## src/rtl/watch_pkg.sv

```systemverilog
// Shared encodings for the watch timekeeping controller: FSM states, field-select codes
// and BCD limits used by the field counters.
package watch_pkg;

  localparam logic [1:0] SEL_NONE = 2'd0;
  localparam logic [1:0] SEL_HOUR = 2'd1;
  localparam logic [1:0] SEL_MIN  = 2'd2;
  localparam logic [1:0] SEL_SEC  = 2'd3;

  localparam logic [7:0] HOUR_MAX   = 8'h23;
  localparam logic [7:0] MINSEC_MAX = 8'h59;

  // State codes double as the SEL_FIELD value, so the state register drives that output directly.
  typedef enum logic [1:0] {
    ST_RUN   = SEL_NONE,
    ST_SET_H = SEL_HOUR,
    ST_SET_M = SEL_MIN,
    ST_SET_S = SEL_SEC
  } state_e;

  // Blank mask {H, M, S} for the field edited in a given state.
  function automatic logic [2:0] field_mask(input state_e s);
    case (s)
      ST_SET_H: return 3'b100;
      ST_SET_M: return 3'b010;
      ST_SET_S: return 3'b001;
      default:  return 3'b000;
    endcase
  endfunction

  function automatic state_e next_field(input state_e s);
    case (s)
      ST_SET_H: return ST_SET_M;
      ST_SET_M: return ST_SET_S;
      default:  return ST_SET_H;
    endcase
  endfunction

endpackage

```

## src/rtl/bcd2_counter.sv

```systemverilog
// Two-digit BCD counter wrapping from i_max to 00; o_carry flags an increment taken at i_max.
module bcd2_counter (
  input  logic       CLK,
  input  logic       i_clr,
  input  logic       i_inc,
  input  logic [7:0] i_max,
  output logic [3:0] o_tens,
  output logic [3:0] o_ones,
  output logic       o_carry
);

  logic [3:0] r_tens;
  logic [3:0] r_ones;
  logic       w_at_max;

  assign w_at_max = ({r_tens, r_ones} == i_max);
  assign o_carry  = i_inc & w_at_max;
  assign o_tens   = r_tens;
  assign o_ones   = r_ones;

  // NOTE: state updates use <= so every register samples pre-edge values, as the flops do.
  always_ff @(posedge CLK) begin
    if (i_clr) begin
      r_tens <= 4'd0;
      r_ones <= 4'd0;
    end else if (i_inc) begin
      if (w_at_max) begin
        r_tens <= 4'd0;
        r_ones <= 4'd0;
      end else if (r_ones == 4'd9) begin
        r_ones <= 4'd0;
        r_tens <= r_tens + 4'd1;
      end else begin
        r_ones <= r_ones + 4'd1;
      end
    end
  end

endmodule

```

## src/rtl/watch_time_ctrl.sv

```systemverilog
// Watch timekeeping core: 1 s prescaler, HH:MM:SS BCD counters, RUN/SET mode FSM driven by
// three button edges, and the blink generator for the field being edited.
module watch_time_ctrl
  import watch_pkg::*;
#(
  parameter int TICKS_PER_SEC = 1000,
  parameter int BLINK_TICKS   = 250
) (
  input  logic       CLK,
  input  logic       RESETN,
  input  logic       BTN_MODE,
  input  logic       BTN_NEXT,
  input  logic       BTN_UP,
  output logic [3:0] H10,
  output logic [3:0] H1,
  output logic [3:0] M10,
  output logic [3:0] M1,
  output logic [3:0] S10,
  output logic [3:0] S1,
  output logic       SET_MODE,
  output logic [1:0] SEL_FIELD,
  output logic       BLANK_H,
  output logic       BLANK_M,
  output logic       BLANK_S,
  output logic       SEC_PULSE
);

  localparam int PW = (TICKS_PER_SEC > 1) ? $clog2(TICKS_PER_SEC) : 1;
  localparam int BW = (BLINK_TICKS > 1) ? $clog2(BLINK_TICKS) : 1;
  localparam logic [PW-1:0] PRESC_LAST = PW'(TICKS_PER_SEC - 1);
  localparam logic [BW-1:0] BLINK_LAST = BW'(BLINK_TICKS - 1);

  state_e        r_state;
  logic [2:0]    r_btn_prev;
  logic [PW-1:0] r_presc;
  logic [BW-1:0] r_blink_cnt;
  logic          r_phase_on;
  logic          r_set_mode;
  logic          r_sec_pulse;
  logic [2:0]    r_blank;

  logic [2:0] w_edge;
  logic       w_mode, w_next, w_up;
  logic       w_run, w_tick, w_clr;
  logic       w_inc_s, w_inc_m, w_inc_h;
  logic       w_carry_s, w_carry_m;

  // Only the highest-priority edge acts: MODE > NEXT > UP.
  assign w_edge = {BTN_MODE, BTN_NEXT, BTN_UP} & ~r_btn_prev;
  assign w_mode = w_edge[2];
  assign w_next = w_edge[1] & ~w_edge[2];
  assign w_up   = w_edge[0] & ~(|w_edge[2:1]);

  assign w_run  = (r_state == ST_RUN);
  assign w_tick = w_run & (r_presc == PRESC_LAST);
  assign w_clr  = ~RESETN;

  // RUN ripples the carry chain; SET bumps only the selected field with carries dropped.
  assign w_inc_s = w_run ? w_tick    : ((r_state == ST_SET_S) & w_up);
  assign w_inc_m = w_run ? w_carry_s : ((r_state == ST_SET_M) & w_up);
  assign w_inc_h = w_run ? w_carry_m : ((r_state == ST_SET_H) & w_up);

  bcd2_counter u_sec (
    .CLK(CLK), .i_clr(w_clr), .i_inc(w_inc_s), .i_max(MINSEC_MAX),
    .o_tens(S10), .o_ones(S1), .o_carry(w_carry_s)
  );

  bcd2_counter u_min (
    .CLK(CLK), .i_clr(w_clr), .i_inc(w_inc_m), .i_max(MINSEC_MAX),
    .o_tens(M10), .o_ones(M1), .o_carry(w_carry_m)
  );

  bcd2_counter u_hour (
    .CLK(CLK), .i_clr(w_clr), .i_inc(w_inc_h), .i_max(HOUR_MAX),
    .o_tens(H10), .o_ones(H1), .o_carry()
  );

  always_ff @(posedge CLK) begin
    if (!RESETN) begin
      r_btn_prev  <= 3'b000;
      r_sec_pulse <= 1'b0;
    end else begin
      r_btn_prev  <= {BTN_MODE, BTN_NEXT, BTN_UP};
      r_sec_pulse <= w_tick;
    end
  end

  always_ff @(posedge CLK) begin
    if (!RESETN) begin
      r_state     <= ST_RUN;
      r_set_mode  <= 1'b0;
      r_presc     <= '0;
      r_blink_cnt <= '0;
      r_phase_on  <= 1'b1;
      r_blank     <= 3'b000;
    end else begin
      case (r_state)
        ST_RUN: begin
          r_blank <= 3'b000;
          if (w_mode) begin
            r_state     <= ST_SET_H;
            r_set_mode  <= 1'b1;
            r_presc     <= '0;
            r_blink_cnt <= '0;
            r_phase_on  <= 1'b1;
          end else begin
            r_presc <= w_tick ? '0 : r_presc + 1'b1;
          end
        end
        default: begin
          if (w_mode) begin
            r_state    <= ST_RUN;
            r_set_mode <= 1'b0;
            r_presc    <= '0;
            r_blank    <= 3'b000;
          end else if (w_next || w_up) begin
            // Restart the blink on any edit so the touched field is visible immediately.
            if (w_next) r_state <= next_field(r_state);
            r_blink_cnt <= '0;
            r_phase_on  <= 1'b1;
            r_blank     <= 3'b000;
          end else if (r_blink_cnt == BLINK_LAST) begin
            r_blink_cnt <= '0;
            r_phase_on  <= ~r_phase_on;
            r_blank     <= r_phase_on ? field_mask(r_state) : 3'b000;
          end else begin
            r_blink_cnt <= r_blink_cnt + 1'b1;
          end
        end
      endcase
    end
  end

  assign SET_MODE  = r_set_mode;
  assign SEL_FIELD = r_state;
  assign BLANK_H   = r_blank[2];
  assign BLANK_M   = r_blank[1];
  assign BLANK_S   = r_blank[0];
  assign SEC_PULSE = r_sec_pulse;

endmodule

```

## config.mk

```make
export PLATFORM = sky130hd
export DESIGN_NAME = watch_time_ctrl
export DESIGN_NICKNAME = d
export VERILOG_FILES = /design/src/rtl/watch_pkg.sv /design/src/rtl/bcd2_counter.sv /design/src/rtl/watch_time_ctrl.sv
export SDC_FILE = /design/constraint.sdc
export NUM_CORES = 1
export LEC_CHECK = 0
export BUFFER_PORTS_ARGS = -buffer_cell sky130_fd_sc_hd__buf_2
export CAP_MARGIN = 20
export CORE_MARGIN = 3
export CORE_UTILIZATION = 48
export DETAILED_ROUTE_END_ITERATION = 8
export PLACE_DENSITY_LB_ADDON = 0.25
export SETUP_SLACK_MARGIN = 0.15
export SYNTH_ARGS = -nofsm -noshare
export SYNTH_HDL_FRONTEND = slang
export SYNTH_SLANG_ARGS = --single-unit
```

## constraint.sdc

```tcl
create_clock -name CLK -period 2.9 [get_ports CLK]
set_input_delay 0.58 -clock CLK [delete_from_list [all_inputs] [get_ports CLK]]
set_output_delay 0.58 -clock CLK [all_outputs]
set_load 0.1 [all_outputs]
```

==> summary.md, run 1 <==
| Metric | Value |
|---|---|
| Status | `complete, no violations` |
| Total of max-cap violations | `0` |
| Routed wire length per instance | `12.9 µm` |
| Post-synthesis async set-or-reset flop share | `0%` |
| Mapped Nets | `353` |
| Worst Path Required | `3140 ps` |
| Commonest non-fill, non-tap cell in the layout | `dfxtp_1` |
| Hold Path Class | `register to register` |
| Peak supply drop | `~0.32 mV` |
| Setup Fix Bufs, Post-CTS | `0` |
| Sequential share of the synthesized area | `a little over a third` |
| Vias per cell | `5.35` |
| 1st-iter DRT viols | `72` |
| Proportion of layout cells with a drive suffix above 1 | `19.9%` |
| Total CTS buffers | `5` |
| Post-layout total power | `1.41 mW` |
| Worst-path maximum fanout | `10` |
| Die width | `around 84 µm` |
| # DRC | `0` |
| Maximum clock frequency | `431 MHz` |
| Pre-CTS WS | `504 ps` |
| Area Growth Syn to Fin | `12.0%` |
| TritonRoute pass-1 iters | `4` |
| GRT overflow | `0` |
| Post-Route Skew | `6.63 ps` |
| Post-synth EDFFs | `0` |
| #FFs+latches synth | `53` |
| Setup TNS | `0 ps` |
| Post-synth cell types | `58` |
| Type of origin of the critical path | `register` |
| Clk pin slew, worst setup/hold paths | `90 ps` |
| Most used DFF post-synth | `dfxtp_1` |
| Num ports | `36` |
| DR vias | `roughly 2.3k` |
| Most frequent cells in the layout | `dfxtp_1, buf_2, nand2_1, nor2_1, ha_1` |
| Leak | `1.35 nW` |
| Global-route wire length before repair | `10000 µm` |
| I/O Buffers | `35` |
| RSZ-0062 raised after global routing | `false` |
| Register area | `about 1100 µm²` |
| Detailed Route WL | `5590 µm` |
| Period minus WS final | `2320 ps` |
| Syn Inst Count | `about 330` |
| CORE AREA | `5680 µm²` |
| Site Rows | `27` |
| # diodes | `0` |
| Avg Inst Size Synth | `between 8 and 9 µm²` |
| # hold bufs at CTS | `0` |
| Final HPWL DP | `4200 µm` |
| Total Routing Usage GR | `16.6%` |
| Htree depth | `2` |
| Largest net degree at the start of global routing | `25` |
| Mapped cell area | `2900 µm²` |
| Worst slew pin tran | `544 ps` |
| Tcrit/Tclk final | `80.0%` |
| Critical path class | `register to register` |
| Die Y-Extent | `83.8 µm` |
| Warnings, synthesis | `0` |
| CTS tree | `done` |
| Final Hold Violating Endpoints | `0` |
| ANT nets after route | `0` |
| Fill cells | `504` |
| Final worst slack | `579 ps` |
| Die area | `7010 µm²` |
| Skew-Pair Late Insertion Delay | `300 ps` |
| CP endpoint kind | `register` |
| CTS Sinks | `53` |
| Fin nets | `between 300 and 400` |
| Initial Util | `51.1%` |
| Arr. time, crit path | `2560 ps` |
| Initial antenna violation count | `0` |
| Placer Congestion | `0.782` |
| Post-CTS Resized | `0` |
| Final setup violation count | `0` |
| Vias in the first global route | `2178` |
| Slew margin rel. | `around 63%` |
| Pins Over Slew Limit | `0` |
| CTS root buffer | `clkbuf_8` |
| Maximum root-to-sink buffer count | `2` |
| Multi-input logic area | `1710 µm²` |
| PwrDens | `around 430 nW/µm²` |
==> sequential cells by signal (all words and copies together) (netlist names) <==
signal / flops
u_min.o_tens: 4
SEL_FIELD: 2
r_presc: 10
u_sec.o_tens: 4
r_blank: 3
SEC_PULSE: 1
r_phase_on: 1
r_btn_prev: 3
u_min.o_ones: 4
u_hour.o_tens: 4
u_sec.o_ones: 4
u_hour.o_ones: 4
r_blink_cnt: 8
SET_MODE: 1
==> through the flow <==
step	util [%]	hold WS, ps	std cells	cell area [µm²]
floorplan	-	480	325	2900
global placement	55.2	448	426	3130
detailed placement	55.2	450	426	3130
CTS	57.3	469	434	3250
global route	57.3	493	434	3250
finish	57.3	466	434	3250
==> Yosys cell counts, types with 3 or more instances <==
cell      count  area share [%]
dfxtp_1      53              37
nand2_1      34             4.4
nor2_1       31             4.0
ha_1         23             9.9
nand3_1      15             2.6
inv_1        14             1.8
a21oi_1      12             2.1
o21ai_0      12             2.1
xnor2_1      10             3.0
a21boi_1      8             2.1
or3_1         8             1.7
and2_1        7             1.5
and3_1        6             1.3
a21boi_0      5             1.3
clkbuf_1      5            0.65
mux2i_1       5             1.7
nor3b_1       5             1.3
nand2b_1      4            0.86
nand4_1       4            0.86
nor3_1        4            0.69
xor2_1        4             1.2
and3b_2       3             1.0
buf_6         3             1.2
nand3b_1      3            0.78
nor2b_1       3            0.65
nor4_4        3             2.2
o221a_2       3             1.2
==> critical path, stage by stage (launching register included) <==
cell and delay (ps):
dfxtp_2 360, inv_1 130, ha_1 420, nand2_1 160, nor4_4 220, buf_4 230, o21ai_2 130, or4_1 490
a21boi_1 120
==> cell families after synthesis <==
group	Yosys count	synth area share (%)
AND/OR/NAND/NOR	144	28.0
AO/OA/AOI/OAI	61	15.1
flip-flops	53	36.6
buffers and inverters	25	4.44
adder cells (fa/ha/maj)	23	9.92
XOR/XNOR	14	4.23
multiplexers	5	1.72
==> report_power, final <==
group / total [mW] / switching, mW / internal [mW]
Sequential: 0.754 / 0.0136 / 0.741
Clock: 0.512 / 0.231 / 0.282
Combinational: 0.146 / 0.0975 / 0.0488
==> layer usage <==
layer / wire, µm / track usage [%] / vias up
met4: 43 / 4.97 / 0
met1: 2860 / 23.5 / 1071
met2: 2490 / 25.5 / 34
met5: 0 / 0 / -
li1: - / - / 1213
met3: 201 / 3.46 / 4
==> final cells by class <==
cell class / count / share of cell area (%)
Clock buffer: 7 / 2.66
Clock inverter: 1 / 0.924
Inverter: 15 / 1.96
Multi-Input combinational cell: 247 / 52.7
Sequential cell: 53 / 32.7
Tap cell: 72 / 2.77
Timing Repair Buffer: 39 / 6.31
==> worst paths after layout <==
path / end / depth (start not counted) / start / slack (ps)
max: u_sec.o_tens[3] / 8 / SEL_FIELD[1] / 580
min: r_blank[0] / 2 / r_blank[0] / 470
max reg2reg: u_sec.o_tens[3] / 8 / SEL_FIELD[1] / 580
min reg2reg: r_blank[0] / 2 / r_blank[0] / 470
Note: power is estimated with default switching activity, not from simulation.
==> run 2, diff against run 1 <==
- ABC_AREA: not set -> 1
- clock period: 2.9 -> 1.9 ns (I/O delays scaled with it)
==> summary.md, run 2 <==
| Metric | Value |
|---|---|
| Status | `complete, no violations` |
| Total CTS buffers | `5` |
| Maximum root-to-sink buffer count | `2` |
| PwrDens | `688 nW/µm²` |
| Hold Slack | `259 ps` |
| Htree depth | `2` |
| Cell count after placement | `around 480` |
| Fin nets | `454` |
| Most used DFF post-synth | `dfxtp_1` |
| Worst-path maximum fanout | `6` |
| Non-Filler Instances | `499` |
| 1st-iter DRT viols | `between 90 and 100` |
| Max reg flops | `10` |
| DR vias | `2500` |
| Die area | `6780 µm²` |
| Slowest cell on the critical path | `dfxtp_4` |
| Post-Route Skew | `8.76 ps` |
| CP max stage delay | `390 ps` |
| Worst slew pin tran | `489 ps` |
| #FFs+latches synth | `between 50 and 60` |
| Slew margin rel. | `67.6%` |
| Skew-Pair Late Insertion Delay | `slightly above 300 ps` |
| ANT nets after route | `0` |
| Hold Path Class | `input pin to register` |
| TritonRoute pass-1 iters | `4` |
| Synth area leader | `dfxtp_1` |
| Post-synth cell types | `34` |
| Clk pin slew, worst setup/hold paths | `90 ps` |
| Final Hold Violating Endpoints | `0` |
| Hold path cells | `3` |
| Most frequent cells in the layout | `nand2_1, nor2_1, inv_1, buf_2, dfxtp_1` |
| # diodes | `0` |
| Area Growth Syn to Fin | `23.3%` |
| Hold_sp | `BTN_NEXT` |
| Global-route wire length before repair | `9510 µm` |
| Post-DP Area | `3170 µm²` |
| Warnings, synthesis | `0` |
| Arr. time, crit path | `2030 ps` |
| Die width | `just over 80 µm` |
| Initial Util | `around half` |
| Mapped Nets | `399` |
| Die Y-Extent | `82.3 µm` |
| Num ports | `36` |
| RSZ-0062 raised after global routing | `true` |
| Post-synthesis async set-or-reset flop share | `0%` |
| Total of max-cap violations | `0` |
| CTS tree | `done` |
| Initial antenna violation count | `0` |
| R2r setup slk | `80 ps` |
| Post-synth EDFFs | `0` |
| Buf/Inv on CP | `2` |
| CORE AREA | `5570 µm²` |
| CP endpoint kind | `register` |
| Pins Over Slew Limit | `0` |
| Final setup violation count | `0` |
| Proportion of layout cells with a drive suffix above 1 | `between 20% and 30%` |
| Maximum clock frequency | `549 MHz` |
| Largest cells by area after synthesis | `dfxtp_1, ha_1, nand2_1` |
| # DRC | `0` |
| CP delay by family, top | `simple AND/OR/NAND/NOR gates` |
| Top cell type's share of synthesized area | `37.9%` |
| Avg Inst Size Synth | `7.54 µm²` |
| Commonest non-fill, non-tap cell in the layout | `nand2_1` |
| Worst Path Required | `2110 ps` |
| I/O Buffers | `35` |
| Top flop regs | `r_presc x10, r_blink_cnt x8` |
| Leak | `1.61 nW` |
| CTS Sinks | `53` |
| Reg2reg path depth | `13` |
| CTS root buffer | `clkbuf_8` |
| Tcrit/Tclk final | `95.9%` |
| Top cells by count, synth | `nand2_1, dfxtp_1, nor2_1` |
| GRT overflow | `0` |
| Most common cell in the netlist | `nand2_1` |
| Largest Register | `r_presc` |
| Site Rows | `27` |
| CP Cell Sequence | `ha_2 -> inv_1 -> nor2_2 -> nand4_1 -> nand2_2 -> nand2_2 -> nand2_4 -> nand2_4 -> nand2_8 -> buf_4 -> nand2_1 -> nand2_1 -> nor2_1` |
| Hold EP | `r_btn_prev[1]` |
| Sequential share of the synthesized area | `37.9%` |
| Routed wire length per instance | `11.4 µm` |
| Critical R2R Launch | `SEL_FIELD[1]` |
| Peak supply drop | `0.421 mV` |
| Vias per cell | `5.01` |
| Mapped cell area | `2800 µm²` |
| Worst flop-to-flop path endpoint | `u_hour.o_ones[2]` |
| Period minus WS final | `1820 ps` |
| Post-route cell area | `3450 µm²` |
| Vias in the first global route | `around 2.2k` |
| Type of origin of the critical path | `register` |
| Setup TNS | `0 ps` |
| Critical path class | `register to register` |
| Placer Congestion | `0.779` |
| Detailed Route WL | `5680 µm` |
| Syn Inst Count | `371` |
| Largest net degree at the start of global routing | `21` |
| Total Routing Usage GR | `17.7%` |
| Final HPWL DP | `4070 µm` |
run 2: logic make-up after synthesis:
kind of cell             count (synthesis)  synth area share [%]
AO/OA/AOI/OAI                           53                  10.7
XOR/XNOR                                12                  3.76
adder cells (fa/ha/maj)                 23                  10.3
buffers and inverters                   53                  7.69
flip-flops                              53                  37.9
AND/OR/NAND/NOR                        177                  29.6
run 2: repair_timing:
action	in CTS	in global routing
hold buffers	0	0
gates cloned	0	1
setup endpoints to repair	1	34
resized for setup	0	22
setup buffers	2	9
pin swaps	0	10
run 2: final cells by class:
cell class                      instances  area, µm²
Multi-Input combinational cell        266       1640
Tap cell                               72       90.1
Sequential cell                        53       1110
Fill cell                             485       2130
Clock inverter                          2       35.0
Timing Repair Buffer                   53        314
Inverter                               47        190
Clock buffer                            6       72.6
run 2: worst max-delay path by stage:
| stage | endpoint | start | cells past startpoint |
|---|---|---|---|
| floorplan | r_blink_cnt[6] | SEL_FIELD[1] | 11 |
| global route | u_hour.o_ones[2] | SEL_FIELD[1] | 13 |
| finish | u_hour.o_ones[2] | SEL_FIELD[1] | 13 |
| global placement | u_hour.o_tens[2] | BTN_MODE | 12 |
| CTS | u_hour.o_tens[1] | SEL_FIELD[1] | 13 |
| detailed placement | u_hour.o_tens[1] | BTN_MODE | 11 |
run 2: metal layers:
layer,vias to the layer above,track usage [%],share of wire [%]
met3,5,3.58,3.2
li1,1328,-,-
met2,26,30.9,50
met5,-,0,0
met1,1141,22.1,46
met4,0,4.49,1.0
run 2: stage by stage:
step           power, mW  utilization (%)  setup WS [ps]
2_1_floorplan       1.50                -           39.6
3_3_place_gp        1.59             56.8            134
3_5_place_dp        1.59             56.8           93.9
4_1_cts             2.35             59.0            153
5_1_grt             2.50             61.9          -25.8
6_report            2.37             61.9           77.9
run 2: worst min-delay path: stages:
cell	delay (ps)
buf_2	80
nand2_1	40
inv_1	40
run 2: power breakdown:
group          leakage, nW  switching, mW  internal [mW]
Sequential           0.443         0.0352           1.14
Clock               0.0552          0.365          0.392
Combinational         1.11          0.294          0.150
Total                 1.61          0.695           1.68
